File: src/rtl/rr_arb_pkg.sv
// Shared types and helpers for the four-requester round-robin grant arbiter.
// Imported by the rotate-priority finder and the arbiter top level.
package rr_arb_pkg;

  localparam int N_REQ  = 4;
  localparam int HOLD_W = 8;

  typedef enum logic {
    IDLE = 1'b0,
    BUSY = 1'b1
  } arb_state_t;

  function automatic logic [N_REQ-1:0] onehot2(input logic [1:0] idx);
    logic [N_REQ-1:0] vec;
    case (idx)
      2'd0:    vec = 4'b0001;
      2'd1:    vec = 4'b0010;
      2'd2:    vec = 4'b0100;
      2'd3:    vec = 4'b1000;
      default: vec = 4'b0000;
    endcase
    return vec;
  endfunction

endpackage

File: src/rtl/rr_pick4.sv
// Combinational rotate-priority finder: first set bit of req searching
// ptr, ptr+1, ptr+2, ptr+3 (mod 4).
module rr_pick4
  import rr_arb_pkg::*;
(
  input  logic [N_REQ-1:0] req,
  input  logic [1:0]       ptr,
  output logic             found,
  output logic [1:0]       idx
);

  logic [N_REQ-1:0] rot_s;
  logic [1:0]       off_s;

  // Rotate right by ptr so bit 0 of rot_s is the highest-priority requester.
  always_comb begin
    rot_s = req;
    case (ptr)
      2'd0:    rot_s = req;
      2'd1:    rot_s = {req[0],   req[3:1]};
      2'd2:    rot_s = {req[1:0], req[3:2]};
      2'd3:    rot_s = {req[2:0], req[3]};
      default: rot_s = req;
    endcase
  end

  // Priority-encode the rotated vector, then un-rotate the offset.
  always_comb begin
    off_s = 2'd0;
    found = 1'b1;
    if (rot_s[0]) begin
      off_s = 2'd0;
    end else if (rot_s[1]) begin
      off_s = 2'd1;
    end else if (rot_s[2]) begin
      off_s = 2'd2;
    end else if (rot_s[3]) begin
      off_s = 2'd3;
    end else begin
      off_s = 2'd0;
      found = 1'b0;
    end
    idx = ptr + off_s;
  end

endmodule

File: src/rtl/rr_grant_arb4.sv
// Four-requester round-robin arbiter with registered one-hot grant and an
// optional per-tenure hold limit (MAX_HOLD = 0 means unlimited).
module rr_grant_arb4
  import rr_arb_pkg::*;
#(
  parameter int unsigned MAX_HOLD = 8
) (
  input  logic             clk,
  input  logic             rst,
  input  logic [N_REQ-1:0] req,
  output logic [N_REQ-1:0] grant,
  output logic             grant_valid,
  output logic [1:0]       grant_id
);

  localparam logic [HOLD_W-1:0] HOLD_LIM       = HOLD_W'(MAX_HOLD);
  localparam logic [HOLD_W-1:0] HOLD_SAT       = 8'hFF;
  localparam logic              HOLD_UNLIMITED = (MAX_HOLD == 32'd0);

  arb_state_t        state_r, state_s;
  logic [1:0]        ptr_r, ptr_s;
  logic [HOLD_W-1:0] hold_cnt_r, hold_cnt_s;
  logic [N_REQ-1:0]  grant_r, grant_s;
  logic [1:0]        grant_id_r, grant_id_s;
  logic              grant_valid_r;

  logic [1:0]        nxt_ptr_s;
  logic              cur_found_s, nxt_found_s;
  logic [1:0]        cur_idx_s, nxt_idx_s;
  logic              owner_req_s;
  logic              exhausted_s;

  assign nxt_ptr_s = grant_id_r + 2'd1;

  // Idle arbitration uses the stored pointer; handoff uses owner+1.
  rr_pick4 u_pick_cur (
    .req   (req),
    .ptr   (ptr_r),
    .found (cur_found_s),
    .idx   (cur_idx_s)
  );

  rr_pick4 u_pick_nxt (
    .req   (req),
    .ptr   (nxt_ptr_s),
    .found (nxt_found_s),
    .idx   (nxt_idx_s)
  );

  // Owner status and tenure-limit detection.
  always_comb begin
    owner_req_s = req[grant_id_r];
    if (HOLD_UNLIMITED) begin
      exhausted_s = 1'b0;
    end else begin
      exhausted_s = (hold_cnt_r >= HOLD_LIM);
    end
  end

  // Next-state, pointer, hold counter and grant computation.
  always_comb begin
    state_s    = state_r;
    ptr_s      = ptr_r;
    hold_cnt_s = hold_cnt_r;
    grant_s    = grant_r;
    grant_id_s = grant_id_r;
    case (state_r)
      IDLE: begin
        if (cur_found_s) begin
          state_s    = BUSY;
          grant_s    = onehot2(cur_idx_s);
          grant_id_s = cur_idx_s;
          hold_cnt_s = 8'd1;
        end else begin
          state_s    = IDLE;
          grant_s    = 4'b0000;
          grant_id_s = 2'd0;
        end
      end
      BUSY: begin
        if (!owner_req_s || exhausted_s) begin
          // Owner sits last in the new search order, so a lone owner is re-granted.
          ptr_s = nxt_ptr_s;
          if (nxt_found_s) begin
            state_s    = BUSY;
            grant_s    = onehot2(nxt_idx_s);
            grant_id_s = nxt_idx_s;
            hold_cnt_s = 8'd1;
          end else begin
            state_s    = IDLE;
            grant_s    = 4'b0000;
            grant_id_s = 2'd0;
            hold_cnt_s = 8'd0;
          end
        end else if (hold_cnt_r != HOLD_SAT) begin
          hold_cnt_s = hold_cnt_r + 8'd1;
        end else begin
          hold_cnt_s = hold_cnt_r;
        end
      end
      default: begin
        state_s    = IDLE;
        ptr_s      = 2'd0;
        hold_cnt_s = 8'd0;
        grant_s    = 4'b0000;
        grant_id_s = 2'd0;
      end
    endcase
  end

  // State and output registers with synchronous reset.
  always_ff @(posedge clk) begin
    if (rst) begin
      state_r       <= IDLE;
      ptr_r         <= 2'd0;
      hold_cnt_r    <= 8'd0;
      grant_r       <= 4'b0000;
      grant_id_r    <= 2'd0;
      grant_valid_r <= 1'b0;
    end else begin
      state_r       <= state_s;
      ptr_r         <= ptr_s;
      hold_cnt_r    <= hold_cnt_s;
      grant_r       <= grant_s;
      grant_id_r    <= grant_id_s;
      grant_valid_r <= (state_s == BUSY);
    end
  end

  assign grant       = grant_r;
  assign grant_valid = grant_valid_r;
  assign grant_id    = grant_id_r;

endmodule

File: config.mk
export PLATFORM = sky130hd
export DESIGN_NAME = rr_grant_arb4
export DESIGN_NICKNAME = d
export VERILOG_FILES = /design/src/rtl/rr_arb_pkg.sv /design/src/rtl/rr_pick4.sv /design/src/rtl/rr_grant_arb4.sv
export SDC_FILE = /design/constraint.sdc
export NUM_CORES = 1
export LEC_CHECK = 0
export CELL_PAD_IN_SITES_DETAIL_PLACEMENT = 2
export CELL_PAD_IN_SITES_GLOBAL_PLACEMENT = 2
export CORE_MARGIN = 1
export CORE_UTILIZATION = 38
export CTS_BUF_LIST = sky130_fd_sc_hd__clkbuf_8
export DETAILED_ROUTE_END_ITERATION = 10
export PLACE_DENSITY_LB_ADDON = 0.1
export REMOVE_ABC_BUFFERS = 1
export SYNTH_ARGS = -nofsm -noshare
export SYNTH_HDL_FRONTEND = slang
export SYNTH_SLANG_ARGS = --single-unit
File: constraint.sdc
create_clock -name clk -period 6.5 [get_ports clk]
set_input_delay 0.975 -clock clk [delete_from_list [all_inputs] [get_ports clk]]
set_output_delay 0.975 -clock clk [all_outputs]
set_load 0.05 [all_outputs]
======== After elaboration in Yosys (flattened, before gate mapping) ========
Cells that the tools add are included.
storage, ports and cells
  output and inout bits ................... 7
  bits in registers ....................... 17
  ROM bits ................................ 0
  memory bits (writable) .................. 0
  bits in latches ......................... 0
  memories kept ........................... 0
  word-level logic and storage cells ...... 75
  input port bits ......................... 6
cells by class
  add/subtract/negate cells ............... 4
  divide/modulo/power cells ............... 0
  equality and inequality tests ........... 16
  mux-type cells .......................... 39
  bitwise gates (word level) .............. 1
  shifts and indexed selects .............. 0
  multipliers ............................. 0
  reduce and logical (&&, ||, !) cells .... 8
  magnitude comparators ................... 2
operator list
  cell                 number
  $pmux 4 s4           4
  $mux 8               3
  $mux 2               11
  $eq 2x2->1 const B   8
  $pmux 8 s2           1
  $mux 1               13
  $mux 4               3
  $add 8x1->8 const B  1
  $eq 2x1->1 const B   4
  $ge 8x4->1 const B   1
  $logic_not 2->1      4
  $ne 8x8->1 const B   1
  $pmux 4 s2           1
  $add 2x2->2          2
  $pmux 2 s2           1
  $reduce_and 2->1     2
  $lt 2x3->1 const B   1
  $ne 3x1->1 const B   1
  $add 2x1->2 const B  1
  $bmux 1 s2           1
  $ne 2x1->1 const B   1
  $ne 2x2->1 const B   1
  $pmux 1 s2           1
  $logic_not 1->1      1
  other kinds (2)      2

======== Longest topological paths before layout ========
  depth in word-level cells ............... 13
  gate-level depth with buffers ........... 11
  depth with buffers taken out ............ 11

======== Modules after synthesis ========
A second synthesis with hierarchy kept.
unflattened totals
  cell total of the unflattened synthesis .. 153
  area, all modules ....................... 1187.4 µm²
by module, submodules not included
  module         sequential area each (µm²)  area each (µm²)  times used  cells an instance
  rr_grant_arb4  340.3                       807.0            1           89
  rr_pick4       0.0                         190.2            2           32

======== Worst setup path before layout ========
OpenSTA, ideal clock, no wires.
  path type ............................... register to register
  start ................................... register grant_id_r[0], in the netlist grant_id[0]
  end ..................................... register grant_id_r[1], in the netlist grant_id[1]
  path slack .............................. 3.632 ns
  path buffers ............................ 0
  stages on the path, launching flop included .. 12
  library setup time ...................... 0.132 ns
  arrival ................................. 2.737 ns
  clock period less this slack ............ 2.868 ns
  data required time ...................... 6.368 ns
  path through ............................ dfxtp_1 inv_1 ha_1 a222oi_1 a21oi_1 a21oi_1 nor2_1 ha_1 xnor2_1 mux2_2 nand2_1 a41oi_2
on the way
  longest elaborated chain between the ends .. 11
  elaborated cells on any way between the ends .. 23
  classes of those cells .................. 2 x add/sub; 4 x eq/ne; 14 x mux; 3 x reduce/logical
RTL lines
  item                                      RTL line              source
  start: declaration                        rr_grant_arb4.sv:24   logic [1:0] grant_id_r, grant_id_s;
  start signal: assignment                  rr_grant_arb4.sv:125  grant_id_r <= grant_id_s;
  $add 2x1->2 *                             rr_grant_arb4.sv:33   assign nxt_ptr_s = grant_id_r + 2'd1;
  net nxt_ptr_s[0]                          rr_grant_arb4.sv:27   logic [1:0] nxt_ptr_s;
  $eq 2x2->1, or another cell as far along  rr_pick4.sv:18        case (ptr)
  $pmux 4 s4                                rr_pick4.sv:18
  $mux 2                                    rr_pick4.sv:37        end else if (rot_s[3]) begin
  $mux 2                                    rr_pick4.sv:35        end else if (rot_s[2]) begin
  $mux 2                                    rr_pick4.sv:33        end else if (rot_s[1]) begin
  $mux 2                                    rr_pick4.sv:31        if (rot_s[0]) begin
  $add 2x2->2                               rr_pick4.sv:43        idx = ptr + off_s;
  $mux 2 *                                  rr_grant_arb4.sv:84   if (nxt_found_s) begin
  $mux 2 *                                  rr_grant_arb4.sv:81   if (!owner_req_s || exhausted_s) begin
  $pmux 2 s2 *                              rr_grant_arb4.sv:67   case (state_r)
The timed path passes the listed nets; every way through them passes the cells marked *. The select of a mux whose other input is x is not followed.
A chain may end at the register's enable or synchronous reset.

======== Worst setup path in the final report ========
  start ................................... input port req[0]
  end ..................................... register grant_r[3], in the netlist grant[3]
on the way
  longest elaborated chain between the ends .. 11
  elaborated cells on any way between the ends .. 39
  classes of those cells .................. 2 x add/sub; 7 x eq/ne; 26 x mux; 4 x reduce/logical
RTL lines
  item                                      RTL line              source
  start: declaration                        rr_grant_arb4.sv:10   input logic [N_REQ-1:0] req,
  $pmux 4 s4                                rr_pick4.sv:18
  $mux 2                                    rr_pick4.sv:37
  $mux 2                                    rr_pick4.sv:35
  $mux 2                                    rr_pick4.sv:33
  $mux 2                                    rr_pick4.sv:31
  $add 2x2->2                               rr_pick4.sv:43
  $eq 2x2->1, or another cell as far along  rr_arb_pkg.sv:15      case (idx)
  $pmux 4 s4                                rr_arb_pkg.sv:15
  $mux 4                                    rr_grant_arb4.sv:84
  $mux 4                                    rr_grant_arb4.sv:81
  $pmux 4 s2                                rr_grant_arb4.sv:67
  end signal: assignment                    rr_grant_arb4.sv:124  grant_r <= grant_s;
  end: declaration                          rr_grant_arb4.sv:23   logic [N_REQ-1:0] grant_r, grant_s;
Several ways; a longest one is shown, not always the timed one. The select of a mux whose other input is x is not followed.

==> flow_metrics.tcl <==
set metrics [dict create \
    fin_cells 206 \
    holdCritStartpoint "grant[1]" \
    min_path_type "flip-flop to flip-flop" \
    dieHeight_um 60.29 \
    synth_xor_area_share_pct 2.713 \
    post_cts_buffers 0 \
    pin_count 13 \
    maxCapViolCount 0 \
    status "complete, no violations" \
    cts_hold_buffers 0 \
    synth-main-ff-cell "dfxtp_1" \
    post_cts_resized 0 \
    drc_errors 0 \
    die_x_um 60.29 \
    initial_core_util_pct 41.28 \
    synth_fa_ha_area_share_pct 7.752 \
    synth_top_area_share_pct 26.36 \
    insertion_delay_ns 0.26 \
    rr_worst_depth 11 \
    syn_area_per_cell_um2 8.277 \
    vias 1136 \
    cp.buffers_inverters 1 \
    min_period_ns 3.289 \
    clkTransAtPathRegs_ns 0.07 \
    holdPathEnd "grant[1]" \
    synth_seq_cells 17 \
    overflow 0 \
    drive_gt1_share_pct 14.81 \
    synth.most_common_cell "nor2_1" \
    numClockSinks 17 \
    dp_slack_ns 2.912 \
    critical-path-max-stage-delay_ns 0.66 \
    io_buffers 12 \
    crit_family "compound AO/OA/AOI/OAI gates" \
    worstSetupStartpointType "primary input" \
    critPathKind "primary input to flip-flop" \
    ys_warn_count 0 \
    crit_top_cell "a21oi_1" \
    r2r_end "grant[3]" \
    area_growth_pct 12.31 \
    synth_area_um2 1291 \
    antenna_left 0 \
    drtPass1Iterations 4 \
    netlist.top_cell.by_area "dfxtp_1" \
    track_usage_pct 21.43 \
    r2r_start "grant_id[0]" \
    h-tree-depth 1 \
    r2r_setup_slack_ns 3.78 \
    nNetsFinal 177 \
    synth_mux_area_share_pct 7.364 \
    dpl.cell_count 202 \
    async_flop_share_pct 0 \
    end_kind "flip-flop" \
    die_area_um2 3635 \
    synth-compound-area-share_pct 22.67 \
    hold_viol 0 \
    routedWlPerCell_um 16.84 \
    n_fill_cell 357 \
    coreArea_um2 3128 \
    synth_area_leaders "dfxtp_1, ha_1, nor2_1, nand2_1, a31oi_1" \
    fin_tns_setup_ns 0 \
    critPathRequiredTime_ns 6.62 \
    antenna_found_initial 0 \
    synth-edff-count 0 \
    ys_top_cells_by_count "nor2_1, dfxtp_1, nand2_1, a31oi_1, ha_1" \
    max_slew_margin_pct 60.86 \
    grt_max_degree 14 \
    yosys.area_share.simple_pct 26.55 \
    tightest_slew_ns 0.5852 \
    slew_violations 0 \
    synth_cells 156 \
    drt_wl_total_mm 3.470 \
    diodes 0 \
    powerDensity_nw_per_um2 448.4 \
    power.total_uw 650.3 \
    rows 20 \
    finalSetupViolations 0 \
    cp_max_fo 12 \
    total_leakage_power_uw 0.0005181 \
    ir_drop_mv 0.3248 \
    clockBufferDepth 2 \
    rsz0062_at_grt "no" \
    whs_path_depth 2 \
    crit_arrival_ns 3.41 \
    setup_slack_ns 3.211 \
    yosysUniqueCellTypes 52 \
    finalCritPeriodShare_pct 50.60 \
    via_per_inst 5.515 \
    drt_iter0_drc 24 \
    synth-seq-area-share_pct 26.36 \
    grt_pass1_wl_mm 5.775 \
    critical_path.cell_chain "clkdlybuf4s50_1 -> a222oi_1 -> a21oi_1 -> a21oi_1 -> nor2_1 -> ha_1 -> xnor2_1 -> mux2_2 -> nand3_1 -> a31oi_1" \
    cts_tree "done" \
    gp_congestion 0.7268 \
    root_buffer "clkbuf_8" \
    synth_top_family_by_area "simple AND/OR/NAND/NOR gates" \
    skew_ns 0.004458 \
    cts_made_buffers 3 \
    critPathSlowestCell "clkdlybuf4s50_1" \
    fmax_mhz 304.1 \
    detailedPlacementHpwl_mm 2.795 \
    grt_pass1_vias 1243 \
]
==> cell families (layout without fill, tap and decap cells) <==
| family | after synthesis | count (layout) |
|---|---|---|
| flip-flops | 17 | 17 |
| AO/OA/AOI/OAI | 37 | 37 |
| multiplexers | 8 | 8 |
| XOR/XNOR | 4 | 4 |
| AND/OR/NAND/NOR | 66 | 66 |
| adder cells (fa/ha/maj) | 8 | 8 |
| buffers and inverters | 16 | 22 |
==> layout by cell type (no fill, tap or decap), drive strengths merged, types with 3 or more instances in the layout <==
cell | netlist | routed
nor2b | 3 | 3
nand3 | 4 | 4
a21o | 3 | 3
a22oi | 4 | 4
dfxtp | 17 | 17
a31oi | 8 | 8
ha | 8 | 8
clkbuf | 3 | 3
clkdlybuf4s50 | 0 | 12
nand2 | 15 | 15
mux2i | 5 | 5
nor2 | 27 | 27
a21oi | 8 | 8
inv | 6 | 6
nor3 | 3 | 3
==> tightest hold or removal path, delay by kind of cell (launching register included) <==
family	cells	cell delay (ns)
flops	1	0.32
compound gates	1	0.07
simple gates	1	0.06
==> per-layer routing <==
layer  global-route usage (%)  up-vias  share of wire (%)
li1                         -      570                  -
met1                    23.83      552                 44
met2                    41.60       11                 54
met3                    3.896        3                1.9
met4                    3.987        0               0.55
met5                        0        -                  0
==> stage by stage <==
stage	instance area [µm²]	hold WS [ns]	utilization (%)
6_report	1450	0.4956	46.36
5_1_grt	1450	0.5106	46.36
4_1_cts	1450	0.4990	46.36
3_5_place_dp	1404	0.4881	44.88
3_3_place_gp	1404	0.4697	44.88
2_1_floorplan	1229	0.4520	-
==> state kept, by name, indices dropped and copies added (netlist names) <==
signal       count
grant            4
grant_id         2
grant_valid      1
hold_cnt_r       8
ptr_r            2
==> worst max-delay path by stage <==
stage | start | end | slack [ns] | cells after the start
after floorplan | grant_id[0] | grant_id[1] | 3.62 | 11
after global placement | req[0] | grant_id[1] | 3.02 | 10
after detailed placement | req[0] | grant[3] | 2.91 | 10
after CTS | req[0] | grant[3] | 3.19 | 10
after global routing | req[0] | grant[3] | 3.01 | 10
final | req[0] | grant[3] | 3.21 | 10
==> power breakdown <==
group          leakage (µW)  switching [µW]  total [µW]  internal, µW
sequential         0.000139            31.1         157           126
clock             0.0000255            39.1        81.8          42.7
combinational      0.000354             235         411           176
==> final cells by class <==
type | count | area (µm²) | area share, %
clock buffer | 3 | 41.29 | 2.847
timing repair buffer | 12 | 120.1 | 8.283
multi-input combinational | 123 | 865.8 | 59.71
clock inverter | 1 | 5.005 | 0.3451
tap | 44 | 55.05 | 3.796
sequential | 17 | 340.3 | 23.47
inverter | 6 | 22.52 | 1.553
Note: power is estimated with default switching activity, not from simulation.
